===== src/rtl/iobus_ctrl_if.sv =====
// iobus_ctrl_if: CPU data-port bundle between the AVR core and iobus_ctrl.
//   address  CPU data address (16)
//   wren     CPU write strobe
//   data_o   CPU write data (8)
//   data_i   read data returned to the CPU (8)
// The master modport is the CPU side and the slave modport is the controller side.
interface iobus_ctrl_if;
  logic [15:0] address;
  logic        wren;
  logic [7:0]  data_o;
  logic [7:0]  data_i;

  modport master (output address, output wren, output data_o, input data_i);
  modport slave  (input address, input wren, input data_o, output data_i);
endinterface


===== src/rtl/iobus_ctrl.sv =====
// iobus_ctrl: memory-window and I/O-port controller for the AVR core.
// The module decodes the CPU bus into SRAM, the banked TEXT/GRPH window and a
// 32-byte port block. It also holds the keyboard scancode FIFO and the SDRAM
// request/acknowledge engine. All state changes on the falling edge of clock.
// Ports:
//   clock, reset_n                          clock (falling edge), async active-low reset
//   bus                                     CPU address/wren/data_o/data_i (slave side)
//   data_o_sram/text/grph, data_w_*         memory read data and write enables
//   bank, cursor_x, cursor_y, videomode     video/bank registers
//   ps2_data, ps2_hit, kb_ascii, kb_shift   keyboard input and converter link
//   sdram_*                                 SDRAM address, data, direction and handshake
//   sd_cmd, sd_out, sd_signal, sd_din,
//   sd_busy, sd_timeout                     SD-SPI command/data/status
module iobus_ctrl #(
  parameter logic [15:0] WIN_BASE    = 16'hF000,
  parameter logic [15:0] PORT_BASE   = 16'h0020,
  parameter logic [7:0]  TEXT_LO     = 8'h02,
  parameter logic [7:0]  TEXT_HI     = 8'h03,
  parameter logic [7:0]  GRPH_LO     = 8'h20,
  parameter logic [7:0]  GRPH_HI     = 8'h3F,
  parameter int          KFIFO_DEPTH = 16,
  parameter int          SDRAM_AW    = 32
) (
  input  logic                clock,
  input  logic                reset_n,
  iobus_ctrl_if.slave         bus,
  input  logic [7:0]          data_o_sram,
  input  logic [7:0]          data_o_text,
  input  logic [7:0]          data_o_grph,
  output logic                data_w_sram,
  output logic                data_w_text,
  output logic                data_w_grph,
  output logic [7:0]          bank,
  output logic [7:0]          cursor_x,
  output logic [7:0]          cursor_y,
  output logic [7:0]          videomode,
  input  logic [7:0]          ps2_data,
  input  logic                ps2_hit,
  input  logic [6:0]          kb_ascii,
  output logic                kb_shift,
  output logic [SDRAM_AW-1:0] sdram_address,
  output logic [7:0]          sdram_i_data,
  input  logic [7:0]          sdram_o_data,
  output logic                sdram_we,
  output logic                sdram_req,
  input  logic                sdram_ack,
  output logic [1:0]          sd_cmd,
  output logic [7:0]          sd_out,
  output logic                sd_signal,
  input  logic [7:0]          sd_din,
  input  logic                sd_busy,
  input  logic                sd_timeout
);
  localparam int PW = $clog2(KFIFO_DEPTH);
  localparam int CW = PW + 1;

  typedef enum logic {IDLE, REQ} sd_state_t;
  sd_state_t state_q, state_d;

  logic [7:0]    kfifo [KFIFO_DEPTH];
  logic [PW-1:0] rd_ptr, wr_ptr;
  logic [CW-1:0] kcount;
  logic          kovf, up, autoinc;
  logic [7:0]    sdram_rdata;

  // Address decode: the window wins over the port block.
  logic        in_win, in_port, port_wr;
  logic [15:0] port_off;
  logic [4:0]  port;
  logic        text_bank, grph_bank;

  assign in_win    = (bus.address >= WIN_BASE);
  assign port_off  = bus.address - PORT_BASE;
  assign in_port   = !in_win && (bus.address >= PORT_BASE) && (port_off < 16'd32);
  assign port      = port_off[4:0];
  assign port_wr   = in_port && bus.wren;
  assign text_bank = (bank >= TEXT_LO) && (bank <= TEXT_HI);
  assign grph_bank = (bank >= GRPH_LO) && (bank <= GRPH_HI);

  logic kfull, knonempty, push_req, push, pop, busy, sd_start, sd_done, addr_wr;
  assign kfull     = (kcount == CW'(KFIFO_DEPTH));
  assign knonempty = (kcount != '0);
  assign push_req  = ps2_hit && (ps2_data != 8'hF0);
  assign pop       = port_wr && (port == 5'h02) && bus.data_o[0] && knonempty;
  // A pop on the same edge frees a slot, so a push into a full FIFO still fits.
  assign push      = push_req && (!kfull || pop);
  assign busy      = (state_q == REQ);
  assign sdram_req = busy;
  assign sd_start  = port_wr && (port == 5'h14) && !busy;
  assign sd_done   = busy && sdram_ack;
  assign addr_wr   = port_wr && (port[4:2] == 3'b100) && !busy;

  // The SDRAM address is handled as a zero-extended 32-bit value so that byte
  // lanes above SDRAM_AW read as zero and are dropped on write.
  logic [31:0] addr_ext, addr_wr_val;
  logic [8:0]  kcount_ext;
  assign addr_ext   = 32'(sdram_address);
  assign kcount_ext = 9'(kcount);

  always_comb begin
    addr_wr_val = addr_ext;
    addr_wr_val[{port[1:0], 3'b000} +: 8] = bus.data_o;
  end

  // Read mux and memory write enables; port reads override SRAM data.
  always_comb begin
    bus.data_i  = data_o_sram;
    data_w_sram = 1'b0;
    data_w_text = 1'b0;
    data_w_grph = 1'b0;
    if (in_win) begin
      if (text_bank) begin
        data_w_text = bus.wren;
        bus.data_i  = data_o_text;
      end else if (grph_bank) begin
        data_w_grph = bus.wren;
        bus.data_i  = data_o_grph;
      end else begin
        bus.data_i  = 8'hFF;
      end
    end else begin
      data_w_sram = bus.wren;
      if (in_port) begin
        case (port)
          5'h00: bus.data_i = bank;
          5'h01: bus.data_i = knonempty ? kfifo[rd_ptr] : 8'h00;
          5'h02: bus.data_i = {sdram_we, busy, sd_busy, sd_timeout, 1'b0, kfull, kovf, knonempty};
          5'h03: bus.data_i = kcount_ext[8] ? 8'hFF : kcount_ext[7:0];
          5'h0C: bus.data_i = cursor_x;
          5'h0D: bus.data_i = cursor_y;
          5'h10, 5'h11, 5'h12, 5'h13: bus.data_i = addr_ext[{port[1:0], 3'b000} +: 8];
          5'h14: bus.data_i = sdram_rdata;
          5'h15: bus.data_i = {7'b0, autoinc};
          5'h18: bus.data_i = videomode;
          5'h19: bus.data_i = sd_din;
          5'h1A: bus.data_i = {sd_signal, 5'b0, sd_cmd};
          default: bus.data_i = data_o_sram;
        endcase
      end
    end
  end

  // SDRAM next-state: a data write starts an access, an ack finishes it.
  always_comb begin
    state_d = state_q;
    case (state_q)
      IDLE: if (sd_start)  state_d = REQ;
      REQ:  if (sdram_ack) state_d = IDLE;
      default: state_d = IDLE;
    endcase
  end

  // FIFO storage has no reset; occupancy gates every read of it.
  always_ff @(negedge clock) begin
    if (push) kfifo[wr_ptr] <= {up, kb_ascii};
  end

  // Registers, FIFO control and SDRAM state.
  always_ff @(negedge clock or negedge reset_n) begin
    if (!reset_n) begin
      state_q       <= IDLE;
      bank          <= '0;
      cursor_x      <= '0;
      cursor_y      <= '0;
      videomode     <= '0;
      rd_ptr        <= '0;
      wr_ptr        <= '0;
      kcount        <= '0;
      kovf          <= 1'b0;
      up            <= 1'b0;
      kb_shift      <= 1'b0;
      sdram_address <= '0;
      sdram_i_data  <= '0;
      sdram_we      <= 1'b0;
      sdram_rdata   <= '0;
      autoinc       <= 1'b0;
      sd_cmd        <= '0;
      sd_out        <= '0;
      sd_signal     <= 1'b0;
    end else begin
      state_q <= state_d;
      if (port_wr) begin
        case (port)
          5'h00: bank      <= bus.data_o;
          5'h0C: cursor_x  <= bus.data_o;
          5'h0D: cursor_y  <= bus.data_o;
          5'h15: autoinc   <= bus.data_o[0];
          5'h18: videomode <= bus.data_o;
          5'h19: sd_out    <= bus.data_o;
          5'h1A: begin
            sd_signal <= bus.data_o[7];
            sd_cmd    <= bus.data_o[1:0];
          end
          default: ;
        endcase
        if (port == 5'h02) begin
          if (!busy) sdram_we <= bus.data_o[7];
          if (bus.data_o[1]) kovf <= 1'b0;
        end
      end
      if (sd_start) sdram_i_data <= bus.data_o;
      if (addr_wr) sdram_address <= addr_wr_val[SDRAM_AW-1:0];
      if (sd_done) begin
        if (!sdram_we) sdram_rdata <= sdram_o_data;
        if (autoinc) sdram_address <= sdram_address + SDRAM_AW'(1);
      end
      // A dropped code sets overflow; this takes priority over a same-edge clear.
      if (push_req && !push) kovf <= 1'b1;
      if (push) wr_ptr <= wr_ptr + PW'(1);
      if (pop)  rd_ptr <= rd_ptr + PW'(1);
      if (push && !pop)      kcount <= kcount + CW'(1);
      else if (pop && !push) kcount <= kcount - CW'(1);
      if (ps2_hit) begin
        if ((ps2_data == 8'h12) || (ps2_data == 8'h59)) kb_shift <= ~up;
        up <= (ps2_data == 8'hF0);
      end
    end
  end
endmodule


===== src/flat_wrapper.sv =====
// flat-port wrapper written by rule: the top's interface ports become plain ports
module iobus_ctrl_flat 
#(
  parameter logic [15:0] WIN_BASE    = 16'hF000,
  parameter logic [15:0] PORT_BASE   = 16'h0020,
  parameter logic [7:0]  TEXT_LO     = 8'h02,
  parameter logic [7:0]  TEXT_HI     = 8'h03,
  parameter logic [7:0]  GRPH_LO     = 8'h20,
  parameter logic [7:0]  GRPH_HI     = 8'h3F,
  parameter int          KFIFO_DEPTH = 16,
  parameter int          SDRAM_AW    = 32
)
  (clock, reset_n, data_o_sram, data_o_text, data_o_grph, data_w_sram, data_w_text, data_w_grph, bank, cursor_x, cursor_y, videomode, ps2_data, ps2_hit, kb_ascii, kb_shift, sdram_address, sdram_i_data, sdram_o_data, sdram_we, sdram_req, sdram_ack, sd_cmd, sd_out, sd_signal, sd_din, sd_busy, sd_timeout, bus_address, bus_wren, bus_data_o, bus_data_i);
  iobus_ctrl_if bus_i ();
  input  logic clock;
  input  logic reset_n;
  input  logic [7:0] data_o_sram;
  input  logic [7:0] data_o_text;
  input  logic [7:0] data_o_grph;
  output logic data_w_sram;
  output logic data_w_text;
  output logic data_w_grph;
  output logic [7:0] bank;
  output logic [7:0] cursor_x;
  output logic [7:0] cursor_y;
  output logic [7:0] videomode;
  input  logic [7:0] ps2_data;
  input  logic ps2_hit;
  input  logic [6:0] kb_ascii;
  output logic kb_shift;
  output logic [SDRAM_AW-1:0] sdram_address;
  output logic [7:0] sdram_i_data;
  input  logic [7:0] sdram_o_data;
  output logic sdram_we;
  output logic sdram_req;
  input  logic sdram_ack;
  output logic [1:0] sd_cmd;
  output logic [7:0] sd_out;
  output logic sd_signal;
  input  logic [7:0] sd_din;
  input  logic sd_busy;
  input  logic sd_timeout;
  input wire logic [$bits(bus_i.address)-1:0] bus_address;
  input wire logic [$bits(bus_i.wren)-1:0] bus_wren;
  input wire logic [$bits(bus_i.data_o)-1:0] bus_data_o;
  output wire logic [$bits(bus_i.data_i)-1:0] bus_data_i;
  assign bus_i.address = bus_address;
  assign bus_i.wren = bus_wren;
  assign bus_i.data_o = bus_data_o;
  assign bus_data_i = bus_i.data_i;
  iobus_ctrl #(.WIN_BASE(WIN_BASE), .PORT_BASE(PORT_BASE), .TEXT_LO(TEXT_LO), .TEXT_HI(TEXT_HI), .GRPH_LO(GRPH_LO), .GRPH_HI(GRPH_HI), .KFIFO_DEPTH(KFIFO_DEPTH), .SDRAM_AW(SDRAM_AW)) u_core (.clock(clock), .reset_n(reset_n), .bus(bus_i), .data_o_sram(data_o_sram), .data_o_text(data_o_text), .data_o_grph(data_o_grph), .data_w_sram(data_w_sram), .data_w_text(data_w_text), .data_w_grph(data_w_grph), .bank(bank), .cursor_x(cursor_x), .cursor_y(cursor_y), .videomode(videomode), .ps2_data(ps2_data), .ps2_hit(ps2_hit), .kb_ascii(kb_ascii), .kb_shift(kb_shift), .sdram_address(sdram_address), .sdram_i_data(sdram_i_data), .sdram_o_data(sdram_o_data), .sdram_we(sdram_we), .sdram_req(sdram_req), .sdram_ack(sdram_ack), .sd_cmd(sd_cmd), .sd_out(sd_out), .sd_signal(sd_signal), .sd_din(sd_din), .sd_busy(sd_busy), .sd_timeout(sd_timeout));
endmodule

===== config.mk =====
export PLATFORM = sky130hd
export DESIGN_NAME = iobus_ctrl_flat
export DESIGN_NICKNAME = d
export VERILOG_FILES = /design/src/rtl/iobus_ctrl_if.sv /design/src/rtl/iobus_ctrl.sv /design/src/flat_wrapper.sv
export SDC_FILE = /design/constraint.sdc
export NUM_CORES = 1
export LEC_CHECK = 0
export CAP_MARGIN = 20
export CORE_MARGIN = 2
export CORE_UTILIZATION = 50
export DETAILED_ROUTE_END_ITERATION = 12
export GPL_ROUTABILITY_DRIVEN = 0
export PLACE_DENSITY = 0.77
export SLEW_MARGIN = 5
export SYNTH_ARGS = -nofsm -noshare
export SYNTH_HDL_FRONTEND = slang
export SYNTH_SLANG_ARGS = --single-unit
export TNS_END_PERCENT = 50

===== constraint.sdc =====
create_clock -name clock -period 3.8 [get_ports clock]
set_input_delay 0.76 -clock clock [delete_from_list [all_inputs] [get_ports clock]]
set_output_delay 0.76 -clock clock [all_outputs]
set_load 0.03 [all_outputs]

==> impl_metrics.yaml <==
floorplan:
  rows: 56
  ioPinCount: 183
  die_y_um: 158
  coreArea_mm2: 0.0234
  die_w_um: 158
  start_util_pct: 50.8
  die_area_mm2: 0.0250
clocking:
  cts_buffer_depth: 3
  cts_hold_buf: 0
  cts_tree: "yes"
  cts_sinks: 238
  clockRootBuffer: "clkbuf_16"
  path_clk_slew_ns: 0.05
  insertion_delay_ns: 0.64
  h-tree-depth: 1
  numCtsBuffers: 26
logic_synthesis:
  synthSimpleGateAreaFrac_pct: 13.2
  syn_area_per_cell_um2: 13.4
  netlist_instances: 887
  yosysMostFrequentCell: "edfxtp_1"
  synth_cell_type_count: 81
  synthXorXnorAreaFrac_pct: 1.03
  synth_async_sr_flop_share_pct: 46.2
  seq_area_frac_synth_pct: 55.5
  mappedNetlistNets: 990
  synth-compound-area-share_pct: 10.8
  yosysTopAreaCellShare_pct: 32.3
  synth_top_family_by_area: "multiplexers"
  synth_edf_count: 128
  synth-seq-cells: 238
  yosys_warnings: 0
  synthMuxAreaShare_pct: 14.9
  synth_commonest_cells: "edfxtp_1, dfrtn_1, nand2_1"
  synthFlopType: "edfxtp_1"
  synthTopCellsByArea: "edfxtp_1, dfrtn_1, mux4_2"
  synth.cell_area_mm2: 0.0119
  yosysTopAreaCell: "edfxtp_1"
  synth_fa_ha_area_share_pct: 1.85
placed_design:
  dp_slack_ns: -1.92
  dp_hpwl_mm: 27.6
  io_buffers: 182
  dp.cells: 1581
setup_path:
  crit_type: "flop to primary output"
  crit_path_start_kind: "flop"
  cp-end-kind: "primary output"
  critPathMaxFanout: 6
  crit_arrival_ns: 4.72
  required_ns: 3.04
layout:
  area_growth_syn_to_layout_pct: 59.4
  final_nets: 1566
  instances_no_fill: 1803
  final_layout_size_suffix_gt1_share_pct: 44.9
route:
  drc_errors: 0
  vias_per_cell: 6.27
  first_pass_iters: 6
  initialDrtViolationCount: 1372
  wire_per_inst_um: 25.9
  num_vias: 11300
  ant_nets: 0
  wirelength_mm: 46.8
timing:
  rsz0062_at_grt: "yes"
  skew_ns: 0.0968
  slew_violations: 0
  setup_violations: 304
  setup_ws_ns: -1.68
  tightest_slew_ns: 0.649
  timing.final.hold_violations: 0
  max-slew-margin-rel_pct: 56.8
  hold-worst-slack_ns: 0.441
power_and_ir_drop:
  p_leak_nw: 8.27
  p_total_w: 0.00770
  ir_drop_v: 0.000464
  p_per_area_mw_per_mm2: 406
grt:
  grt_pass1_vias: 11000
  grt_start_max_net_pins: 37
  grt_first_pass_wirelength_mm: 61.1
  antenna_found_initial: 1
  grt.overflow.total: 0
  track_usage_pct: 32.5
job:
  maxCapViolCount: 0
run_status:
  failed_checks: "negative setup slack"
  outcome: "complete, but fails checks"
min_path:
  hold_class: "flop to flop"
==> layout by cell type, fill, tap and decap left out, types with 18 or more instances in the layout <==
cell type,instances
buf_12,27
clkdlybuf4s50_1,61
nor3_1,18
mux2_2,49
inv_1,146
a21oi_1,21
nor2_1,18
buf_6,182
nand3_1,35
dfrtn_1,110
buf_4,174
edfxtp_1,128
mux4_2,40
nand2_1,55
clkbuf_16,28
==> sequential cells by signal, indices dropped and copies added (netlist names), 4 cells and up <==
name / flops
u_core.kfifo: 128
u_core.sdram_address: 32
u_core.bank: 8
u_core.cursor_x: 8
u_core.cursor_y: 8
u_core.sd_out: 8
u_core.sdram_i_data: 8
u_core.sdram_rdata: 8
u_core.videomode: 8
u_core.kcount: 5
u_core.rd_ptr: 4
u_core.wr_ptr: 4
==> metal layers <==
layer / global-route usage, % / part of all wire [%]
met2: 56.6 / 50
met4: 16.3 / 7.4
met3: 6.24 / 9.6
met1: 38.5 / 33
met5: 0 / 0
==> power breakdown <==
group / internal [W] / switching (W)
Sequential: 0.00295 / 0.000131
Combinational: 0.000610 / 0.000704
Clock: 0.00170 / 0.00160
Total: 0.00526 / 0.00244
==> worst paths after layout <==
path / from / endpoint / slack, ns / cells past startpoint
worst max register to register: u_core.kcount[2] / u_core.kcount[4] / 0.56 / 15
max in group asynchronous: reset_n / u_core.sdram_address[29] / 1.36 / 2
worst min-delay path: u_core.sd_out[2] / u_core.sd_out[2] / 0.44 / 1
worst max-delay path: u_core.rd_ptr[1] / bus_data_i[6] / -1.68 / 9
min in group asynchronous: reset_n / u_core.sdram_address[5] / 1.91 / 1
worst min register to register: u_core.sd_out[2] / u_core.sd_out[2] / 0.44 / 1
==> through the flow <==
step                      TNS, ns  util [%]  cell area [µm²]
after CTS                  -67.72      76.2            17800
after detailed placement  -324.97      67.8            15900
after floorplan           -170.58         -            12000
after global placement    -309.33      67.8            15900
after global routing      -120.76      81.0            19000
final                     -109.11      81.0            19000
==> worst max-delay path, cell delays in order, from the launching register on <==
cell and delay, ns:
dfrtn_1 0.44, buf_12 0.15, buf_12 0.12, mux4_2 0.53, mux2i_4 0.24, o22ai_2 0.12, a2111oi_2 0.27, buf_4 0.18
a31oi_1 0.03, buf_4 0.18
==> logic make-up after synthesis <==
family | after synthesis
adders and majority gates | 17
and+or+nand+nor | 264
xor gates and xnor gates | 14
muxes | 119
buffers and inverters | 73
AOI/OAI and AO/OA | 162
DFF | 238
==> area by class of cell <==
class / count / area, µm²
multi-input cells: 576 / 5660
clock buffers: 31 / 721
repair buffers: 472 / 4820
well taps: 319 / 399
diodes: 1 / 2.50
clock inverters: 145 / 666
inverters: 21 / 93.8
fillers: 1204 / 4450
flip-flops and latches: 238 / 6600
==> repair_timing <==
item | in CTS | in global routing
pin swaps | 42 | 50
buffers inserted | 29 | 28
setup endpoints to repair | 315 | 316
endpoints found under the hold margin | 0 | 0
resized for setup | 223 | 253
cloned | 1 | 1
(Power assumes the default switching activity.)
